### src/rtl/ctrl_pipe.sv
// ctrl_pipe: control-word pipeline from decode through STAGES registers (stage 1 = E).
// Each stage supports flush and stall. Holds propagate backwards, and a bubble is
// inserted below a held stage.
// Optional feature, enabled by defining CTRL_PIPE_MC_EN: a multi-cycle op (bit MC_BIT set)
// occupies stage 1 for MC_LAT cycles.
module ctrl_pipe #(
    parameter int W      = 16,
    parameter int STAGES = 3,
    parameter int MC_BIT = 15,
    parameter int MC_LAT = 4
) (
    input  logic                  clk,
    input  logic                  rst,
    input  logic [W-1:0]          ctrl_d,
    input  logic                  valid_d,
    input  logic [STAGES-1:0]     stall,
    input  logic [STAGES-1:0]     flush,
    output logic [STAGES*W-1:0]   ctrl_q,
    output logic [STAGES-1:0]     valid_q,
    output logic                  stall_d,
    output logic                  mc_busy
);

    // hold[i] applies to stage i.
    // hold[0] (decode) and hold[STAGES+1] (past the end) are constant 0,
    // so stage 1 and the last stage need no special case.
    logic [STAGES+1:0] hold;
    logic              mc_hold;

    logic [W-1:0]      ctrl_r    [STAGES];
    logic [STAGES-1:0] valid_r;
    logic [W-1:0]      prev_ctrl [STAGES];
    logic [STAGES-1:0] prev_valid;

    // Backward hold chain: a stage holds if it is stalled or anything below it holds.
    always_comb begin
        // NOTE: default every combinational output first so no path can infer a latch.
        hold = '0;
        for (int i = STAGES; i >= 1; i--) begin
            hold[i] = stall[i-1] | hold[i+1] | ((i == 1) & mc_hold);
        end
    end

    // Source for each stage's load: decode feeds stage 1, stage j feeds stage j+1.
    always_comb begin
        prev_ctrl[0]  = ctrl_d;
        prev_valid[0] = valid_d;
        for (int j = 1; j < STAGES; j++) begin
            prev_ctrl[j]  = ctrl_r[j-1];
            prev_valid[j] = valid_r[j-1];
        end
    end

    // Stage registers: flush > hold > bubble-below-held-stage > advance.
    always_ff @(posedge clk or negedge rst) begin
        if (!rst) begin
            // NOTE: the stage array is a handful of control registers, not RAM, so it is
            // reset along with everything else to guarantee an empty pipeline.
            for (int j = 0; j < STAGES; j++) ctrl_r[j] <= '0;
            valid_r <= '0;
        end else begin
            for (int j = 0; j < STAGES; j++) begin
                // NOTE: non-blocking assignments, so every stage samples its neighbour's old value.
                if (flush[j]) begin
                    ctrl_r[j]  <= '0;
                    valid_r[j] <= 1'b0;
                end else if (hold[j+1]) begin
                    ctrl_r[j]  <= ctrl_r[j];
                    valid_r[j] <= valid_r[j];
                end else if (hold[j]) begin
                    ctrl_r[j]  <= '0;
                    valid_r[j] <= 1'b0;
                end else begin
                    ctrl_r[j]  <= prev_ctrl[j];
                    valid_r[j] <= prev_valid[j];
                end
            end
        end
    end

`ifdef CTRL_PIPE_MC_EN
    localparam int CW = (MC_LAT > 1) ? $clog2(MC_LAT) : 1;

    logic [CW-1:0] cnt;
    logic          ext_hold1;

    // Stage 1 is also held by an external stall at or below it; that freezes the countdown.
    assign ext_hold1 = stall[0] | hold[2];

    // Multi-cycle countdown.
    // It is armed when a valid flagged word enters stage 1, and cleared by a flush of stage 1.
    always_ff @(posedge clk or negedge rst) begin
        if (!rst) begin
            cnt <= '0;
        end else if (flush[0]) begin
            cnt <= '0;
        end else if (!hold[1] && valid_d && ctrl_d[MC_BIT]) begin
            cnt <= CW'(MC_LAT - 1);
        end else if (cnt != '0 && !ext_hold1) begin
            cnt <= cnt - 1'b1;
        end
    end

    assign mc_hold = (cnt != '0);
`else
    // The multi-cycle parameters have no effect in this build.
    localparam int unused_mc_cfg = MC_BIT + MC_LAT;

    assign mc_hold = 1'b0;
`endif

    // Flatten the stage array onto the output bus; stage 1 occupies the low bits.
    always_comb begin
        ctrl_q = '0;
        for (int j = 0; j < STAGES; j++) begin
            ctrl_q[j*W +: W] = ctrl_r[j];
        end
    end

    assign valid_q = valid_r;
    assign stall_d = hold[1];
    assign mc_busy = mc_hold;

endmodule

### config.mk
export PLATFORM = sky130hd
export DESIGN_NAME = ctrl_pipe
export DESIGN_NICKNAME = d
export VERILOG_FILES = /design/src/rtl/ctrl_pipe.sv
export SDC_FILE = /design/constraint.sdc
export NUM_CORES = 1
export LEC_CHECK = 0
export BUFFER_PORTS_ARGS = -buffer_cell sky130_fd_sc_hd__buf_2
export CORE_ASPECT_RATIO = 1.75
export CORE_MARGIN = 3
export CORE_UTILIZATION = 46
export CTS_CLUSTER_DIAMETER = 30
export CTS_CLUSTER_SIZE = 28
export DETAILED_ROUTE_END_ITERATION = 12
export PLACE_DENSITY = 0.86
export SLEW_MARGIN = 40
export SYNTH_ARGS = -nofsm -noshare
export SYNTH_HDL_FRONTEND = slang
export SYNTH_SLANG_ARGS = --single-unit
### constraint.sdc
create_clock -name clk -period 0.9 [get_ports clk]
set_input_delay 0.09 -clock clk [delete_from_list [all_inputs] [get_ports clk]]
set_output_delay 0.09 -clock clk [all_outputs]
set_load 0.05 [all_outputs]
======== Yosys cells after proc, flatten, opt, wreduce, memory -nomap -nowiden ========
Index checks and enable logic that the tools add are counted.
storage, ports and cells
  bits in registers ....................... 51
operators by class
  bitwise gates (word level) .............. 2
  muxes and demuxes ....................... 16
  equality and inequality tests ........... 3
operators with widths
  kind                                                    number
  2-to-1 mux 16 bit                                       8
  2-to-1 mux 1 bit                                        8
  inequality test 2 bit (second input constant)           2
  inequality test 2 x 1 -> 1 bit (second input constant)  1
  OR 1 bit                                                2

======== Longest topological paths before layout ========
Gate-level depths: netlist of the first run.
  word-level depth ........................ 5
  depth in mapped cells ................... 5
  depth with buffers taken out ............ 2

======== Worst setup path before layout of the first run ========
No wires, ideal clock.
  path kind ............................... flip-flop to flip-flop
  from .................................... reg valid_r[1] (netlist: valid_q[1])
  to ...................................... reg valid_r[2] (netlist: valid_q[2])
  data required time ...................... 0.822 ns
  period minus slack after synthesis ...... 1.294 ns
  stages on the path, launching flop included .. 3
  path slack .............................. -0.394 ns
  library setup time ...................... 0.078 ns
  data arrival time ....................... 1.217 ns
  path buffers ............................ 0
  path through ............................ dfrtp_1 -> or3b_2 -> a21oi_1
on the way
  longest elaborated chain between the ends .. 3
RTL lines
  what                             RTL line  source
  start, declared                  31        logic [STAGES-1:0] valid_r;
  start signal, assigned by index  69        valid_r[j] <= valid_r[j];
  start signal, assigned by index  75        valid_r[j] <= prev_valid[j];
  2-to-1 mux 1 bit                 70        end else if (hold[j]) begin
  2-to-1 mux 1 bit                 67        end else if (hold[j+1]) begin
  2-to-1 mux 1 bit                 64        if (flush[j]) begin
No other way between the ends. The select of a mux whose other input is x is not followed.
A chain may end at the register's enable or synchronous reset.

======== Worst setup path after layout of the first run ========
  from .................................... reg ctrl_r (netlist bit ctrl_q[2])
  to ...................................... reg ctrl_r (netlist bit ctrl_q[18])
on the way
  longest elaborated chain between the ends .. 3
RTL lines
  what                             RTL line  source
  start, declared                  30        logic [W-1:0] ctrl_r [STAGES];
  start signal, assigned by index  68        ctrl_r[j] <= ctrl_r[j];
  start signal, assigned by index  74        ctrl_r[j] <= prev_ctrl[j];
  2-to-1 mux 16 bit                70
  2-to-1 mux 16 bit                67
  2-to-1 mux 16 bit                64
No other way between the ends. The select of a mux whose other input is x is not followed.

==> summary.md, run 1 <==
| Metric | Value |
|---|---|
| Kind of capture point of the worst setup path | flip-flop |
| Total congestion overflow after global routing | 0 |
| Share of flip-flops with an asynchronous set or reset after synthesis | 100.0% |
| Design Area, Final | around 4300 sq um |
| Starting utilization of the core area | between 40% and 50% |
| Remaining number of nets flagged by the antenna check after routing | 0 |
| Area post-placement | 3216 sq um |
| Total area of sequential cells | approximately 1300 sq um |
| Total global routing track utilization | about 25% |
| Detailed-route via count | around 2,500 |
| Aggregate negative setup slack | -10.47 ns |
| Setup WS pre-CTS | -0.2695 ns |
| Setup skew after layout | ~0.0094 ns |
| Number of clock buffers inserted by TritonCTS | 5 |
| Max-cap violations | 0 |
| Number of cell rows | 34 |
| Type of the worst setup path | reg2reg |
| Area of combinational cells with multiple inputs | 1255 sq um |
| Final Critical Period | around 1.1 ns |
| Via count of the first global-routing pass | around 2,400 |
| Antenna diode count | 0 |
| Part of the Yosys area used for sequential elements | between 50% and 60% |
| Endpoints failing hold | 0 |
| Mean post-synth cell area | 10.25 sq um |
| Cell area power density | around 1100 nW/um^2 |
| IO buf count | 76 |
| Static Leakage | around 1.8 nW |
| Post-route worst hold slack | around 0.11 ns |
| Largest net degree at the start of global routing | between 50 and 60 |
| Wirelength, routed | 8676 um |
| Period utilisation layout | 125.0% |
| Top_reg_cell synth | dfrtp_1 |
| Largest cells by area after synthesis | dfrtp_1 (52%), or4b_1 (14%), a21oi_1 (10%) |
| Number of warnings reported in the yosys synthesis log | 0 |
| Maximum number of buffers from clock root to sink | 2 |
| Setup crit start kind | flip-flop |
| Count of unique library cells instantiated by Yosys | 16 |
| Setup repair after global routing missed its margin | yes |
| Clock-pin transition on the worst setup and hold timing paths | about 0.1 ns |
| Final slew viol count | 0 |
| Timing-limited maximum frequency | between 800 and 900 MHz |
| Commonest cells in the netlist | a21oi_1 (51), dfrtp_1 (51), or4b_1 (34) |
| Biggest area consumer among synthesized cells | dfrtp_1 |
| Net count of the finished layout | approximately 380 |
| Grt met3 use | around 4% |
| GR Util met1 | between 20 and 30% |
| Hold Path Class | in2reg |
| Post-Syn Instances | roughly 240 |
| Area grow syn2layout | 75.63% |
| Setup slack after layout | -0.2251 ns |
| Number of sinks on the clock net | between 50 and 60 |
| Fraction of final layout cells with drive strength greater than 1 | about 66% |
| Required time of the critical path | ~1.1 ns |
| Number of synthesized flops with an enable pin | 0 |
| Maximum fanout along the worst path | 2 |
| Die width | between 60 and 70 um |
| Number of fill cells | 237 |
| CTS tree | yes |
| Number of antenna violations at the first check in global routing | 0 |
| Busiest layer in global routing | met2 |
| Number of failing setup endpoints in the final timing report | 90 |
| Via/cell ratio | ~6.2 |
| Hold depth | 3 |
| DRC marker count from the first detailed-route iteration | 130 |
| Post-detailed-route DRC marker count | 0 |
| Maximum VDD drop | 824.9 uV |
| Share of Yosys cell area claimed by the top area cell type | between 50 and 60% |
| Average wire per cell in the routed design | 21.21 um |
| Global-route wire length before repair | between 10,000 and 15,000 um |
| Clock tree root buffer cell | clkbuf_8 |
| Y dimension of the die | a little over 100 um |
| GRT met2 Usage | between 40% and 50% |
| Num ports | a little under 80 |
| Failing checks | setup timing |
| Area of the die | about 6300 sq um |
| Final HPWL from detailed placement | approximately 4000 um |
| H-tree lvl count | 2 |
| Post-Synthesis Cell Area | 2449 sq um |
| Initial DRT Pass Iterations | 5 |
| Result of the run | finished, violations left |
| Clock insertion delay at the later pin of the skew report | 0.31 ns |
| Data arrival, critical path | between 1 and 1.5 ns |
| Net count after synthesis | between 200 and 300 |
| Total core area | slightly above 5000 sq um |
| Weighted congestion reported at the end of routability-driven placement | ~0.77 |
| Post-Route Utilization | a little over four fifths |
| Number of synthesized register bits | just over 50 |
| Worst R2R Path Depth | 2 |
-- placed cells by master (no fill, tap or decap), types with 5 or more instances in the layout --
cell      Yosys  final
buf_4         1     28
dfrtp_1      51     17
o21ai_0      17     17
or4b_4        0     13
buf_6         0     52
a21oi_2       0     29
or4b_1       34     21
buf_2        10     22
a21oi_1      51     21
dfrtp_2       0     34
or3b_1       16     10
buf_8         0     26
clkbuf_8      0      5
or3b_4        0      7
o31ai_1      17     15
buf_12        0      8
nand2_1      17     17
-- final cells by class --
type                       count  share of cell area, %
timing repair buffer         140                  36.02
clock inverter                 1                 0.6983
inverter                       1                0.08729
tap                           54                  1.571
clock buffer                   7                  1.775
multi-input combinational    155                  29.18
sequential                    51                  30.67
-- critical path, cell delays in order (launching register included) --
cell     delay, ns
dfrtp_2       0.37
or4b_1        0.47
a21oi_1       0.20
-- state kept, by name, indices dropped and copies added (netlist names) --
| name | cells |
|---|---|
| valid_q | 3 |
| ctrl_q | 48 |
-- worst paths after layout --
check	from	endpoint	slack, ns
worst max register to register	ctrl_q[2]$_DFFE_PN0P_	ctrl_q[18]$_DFFE_PN0P_	-0.23
min in group asynchronous	rst	ctrl_q[43]$_DFFE_PN0P_	0.32
worst min register to register	ctrl_q[38]$_DFFE_PN0P_	ctrl_q[38]$_DFFE_PN0P_	0.58
worst min-delay path	ctrl_d[8]	ctrl_q[8]$_DFFE_PN0P_	0.11
worst max-delay path	ctrl_q[2]$_DFFE_PN0P_	ctrl_q[18]$_DFFE_PN0P_	-0.23
max in group asynchronous	rst	ctrl_q[1]$_DFFE_PN0P_	0.31
-- metrics by stage --
stage,total power [mW],std cells
2_1_floorplan,2.740,239
3_3_place_gp,2.995,378
3_5_place_dp,3.009,378
4_1_cts,4.670,398
5_1_grt,4.953,409
6_report,4.810,409
-- routing by layer --
metal / vias to the layer above / part of all wire, %
met3: 21 / 5.2
met5: - / 0
li1: 1116 / -
met1: 1256 / 39
met2: 138 / 54
met4: 0 / 2.4
-- kinds of logic (layout without fill, tap and decap cells) --
kind of cell           after synthesis  in the layout  synth area share [%]
DFF                                 51             51                 52.12
buffers and inverters               33            149                 5.825
other                                1              1                0.1531
and+or+nand+nor                     69             69                 22.79
AOI/OAI and AO/OA                   85             85                 19.11
-- power by group --
part	internal [mW]	switching, mW	total, mW
clock network	0.834	0.774	1.61
registers	2.32	0.0259	2.35
logic	0.362	0.492	0.854
-- what timing repair did --
| action | 4_1_cts | 5_1_grt |
|---|---|---|
| endpoints found under the setup margin | 78 | 89 |
| pin swaps | 1 | 3 |
| hold endpoints to repair | 51 | 0 |
| resized for setup | 170 | 44 |
| buffers inserted | 10 | 9 |
| cloned | 1 | 2 |
| hold buffers | 1 | 0 |
Note: power is estimated with default switching activity, not from simulation.
==> run 2: changes to the inputs <==
BUFFER_PORTS_ARGS = default   (was -buffer_cell sky130_fd_sc_hd__buf_2)
CORE_UTILIZATION = 55   (was 46)
DONT_BUFFER_PORTS = 1   (was default)
PLACE_DENSITY = 0.8   (was 0.86)
clock period = 1.4 ns   (was 0.9 ns; I/O delays follow)
==> summary.md, run 2 (synthesis results as in run 1) <==
| Metric | Value |
|---|---|
| Result of the run | finished clean |
| Y dimension of the die | 94.27 um (-8.0%) |
| Aggregate negative setup slack | 0 ns (+10.47 ns) |
| Antenna diode count | 0 (unchanged) |
| IO buf count | 0 (-100%) |
| CP Depth | 3 (+1) |
| Maximum VDD drop | 967.9 uV (+17%) |
| Total global routing track utilization | 21.02% (-3.7 points) |
| Remaining max-slew budget at the tightest pin | 59.85% |
| Starting utilization of the core area | 57.92% (+9.5 points) |
| Fraction of final layout cells with drive strength greater than 1 | 19.92% (-46 points) |
| Via count of the first global-routing pass | 1,753 (-26%) |
| Maximum number of buffers from clock root to sink | 2 (unchanged) |
| Final total power | 2.651 mW (-45%) |
| CTS tree | yes |
| Clock insertion delay at the later pin of the skew report | 0.30 ns (about the same) |
| Net count of the finished layout | 290 (-23%) |
| Endpoints failing hold | 0 (unchanged) |
| Hold Path Class | in2reg |
| Final slew viol count | 0 (unchanged) |
| Global-route wire length before repair | 8921 um (-23%) |
| Post-route worst hold slack | 0.01177 ns (-0.09592 ns) |
| Number of cell rows | 31 (-8.8%) |
| Hold depth | 2 (-1) |
| Cell area power density | 915.5 nW/um^2 (-18%) |
| Cell family with most CP delay | buffers and inverters |
| Crit path buffers/inverters | 1 (+1) |
| Maximum fanout along the worst path | 51 (+49) |
| Setup WS pre-CTS | 0.3621 ns (+0.6316 ns) |
| Setup skew after layout | 0.004867 ns (-0.004561 ns) |
| Setup slack after layout | 0.2563 ns (+0.4814 ns) |
| Setup crit start kind | primary input |
| Required time of the critical path | 1.62 ns (+0.50 ns) |
| Cell type of the slowest stage on the worst timing path | dlygate4sd3_1 |
| Total core area | 4228 sq um (-16%) |
| Clock-pin transition on the worst setup and hold timing paths | 0.09 ns (about the same) |
| Setup repair after global routing missed its margin | no |
| Remaining number of nets flagged by the antenna check after routing | 0 (unchanged) |
| Static Leakage | 1.209 nW (-32%) |
| Wirelength, routed | 5353 um (-38%) |
| Number of clock buffers inserted by TritonCTS | 5 (unchanged) |
| Number of antenna violations at the first check in global routing | 0 (unchanged) |
| Num ports | 78 (unchanged) |
| Die width | 56.44 um (-7.7%) |
| Final HPWL from detailed placement | 3308 um (-19%) |
| Area grow syn2layout | 18.24% |
| Weighted congestion reported at the end of routability-driven placement | 0.7407 (-4.1%) |
| Worst R2R Path Depth | 2 (unchanged) |
| H-tree lvl count | 2 (unchanged) |
| Max-cap violations | 0 (unchanged) |
| DRC marker count from the first detailed-route iteration | 57 (-56%) |
| Total congestion overflow after global routing | 0 (unchanged) |
| Via/cell ratio | 6.111 (-1.2%) |
| Commonest cells after routing, fill and taps aside | a21oi_1 (51), dfrtp_1 (51), buf_4 (43) |
| Cell Count, Final, Fillers Out | 315 (-23%) |
| Data arrival, critical path | 1.37 ns (+0.02 ns) |
| Number of failing setup endpoints in the final timing report | 0 (-100%) |
| Transition at the pin with the smallest max-transition slack | approximately 0.60 ns |
| Largest net degree at the start of global routing | 88 (+69%) |
| Type of the worst setup path | in2reg |
| Sequence of cells on the critical path | dlygate4sd3_1 > or4b_1 > a21oi_1 |
| Kind of capture point of the worst setup path | flip-flop |
| Final Critical Period | 1.144 ns |
| Peak per-stage delay on the critical path | 0.57 ns (+0.10 ns) |
| Initial DRT Pass Iterations | 4 (-1) |
| Period utilisation layout | between 80% and 90% |
| Largest register FFs | 48 (unchanged) |
| Average wire per cell in the routed design | 16.99 um (-20%) |
| Post_cts resized | 0 (-100%) |
| Detailed-route via count | 1,925 (-24%) |
| Cell count after placement | 299 (-21%) |
| Timing-limited maximum frequency | between 800 and 900 MHz |
| Post-detailed-route DRC marker count | 0 (unchanged) |
| Area of the die | 5320 sq um (-15%) |
| Clock tree root buffer cell | clkbuf_8 |
| Number of sinks on the clock net | 51 (unchanged) |
==> run 2: cell count changes in the layout (fill, tap and decap cells not counted), sizes merged <==
cell,previous run,this run
clkinvlp,0,1
clkbuf,9,7
buf,136,44
bufbuf,1,0
dlygate4sd3,1,7
bufinv,1,0
==> run 2: final cells by class <==
type                       count  area (sq um)
clock buffer                   7         96.34
clock inverter                 1         7.507
fill                         342          1333
inverter                       1         3.754
multi-input combinational    155          1030
sequential                    51          1276
tap                           49         61.31
timing repair buffer          51         420.4
==> run 2: where the power goes <==
group | leakage (nW) | internal [mW] | switching (mW) | total (mW)
combinational | 0.449 | 0.0745 | 0.162 | 0.237
clock | 0.0505 | 0.450 | 0.464 | 0.914
sequential | 0.709 | 1.49 | 0.0103 | 1.50
==> run 2: path summary, 6_finish.rpt <==
check / endpoint / from / slack [ns]
worst max-delay path: ctrl_q[9]$_DFFE_PN0P_ / stall[0] / 0.26
worst min-delay path: ctrl_q[6]$_DFFE_PN0P_ / stall[1] / 0.01
worst max register to register: ctrl_q[31]$_DFFE_PN0P_ / ctrl_q[15]$_DFFE_PN0P_ / 0.34
worst min register to register: ctrl_q[38]$_DFFE_PN0P_ / ctrl_q[38]$_DFFE_PN0P_ / 0.54
max in group asynchronous: ctrl_q[40]$_DFFE_PN0P_ / rst / 0.80
min in group asynchronous: ctrl_q[7]$_DFFE_PN0P_ / rst / 0.37
==> run 2: what timing repair did <==
| action | in CTS | in global routing |
|---|---|---|
| setup buffers | 0 | 0 |
| hold buffers | 7 | 1 |
| endpoints found under the hold margin | 102 | 1 |
==> run 2: worst register-to-register path: stages (launching register included) <==
cell and delay (ns):
dfrtp_1 0.36, or4b_1 0.46, a21oi_1 0.17
==> run 2: per-stage QoR <==
stage                     utilization (%)  area (sq um)
after global placement              63.72          2694
after CTS                           68.25          2885
after global routing                68.48          2895
final                               68.48          2895
after detailed placement            63.72          2694
after floorplan                         -          2449
==> run 2: routing by layer <==
layer / wire length (um) / global-route usage, % / up-vias / part of all wire, %
met5: 0 / 0 / - / 0
met4: 76 / 6.139 / 0 / 1.4
met3: 263 / 4.539 / 6 / 4.9
met2: 2831 / 34.27 / 60 / 53
met1: 2181 / 27.95 / 913 / 41
li1: - / - / 946 / -
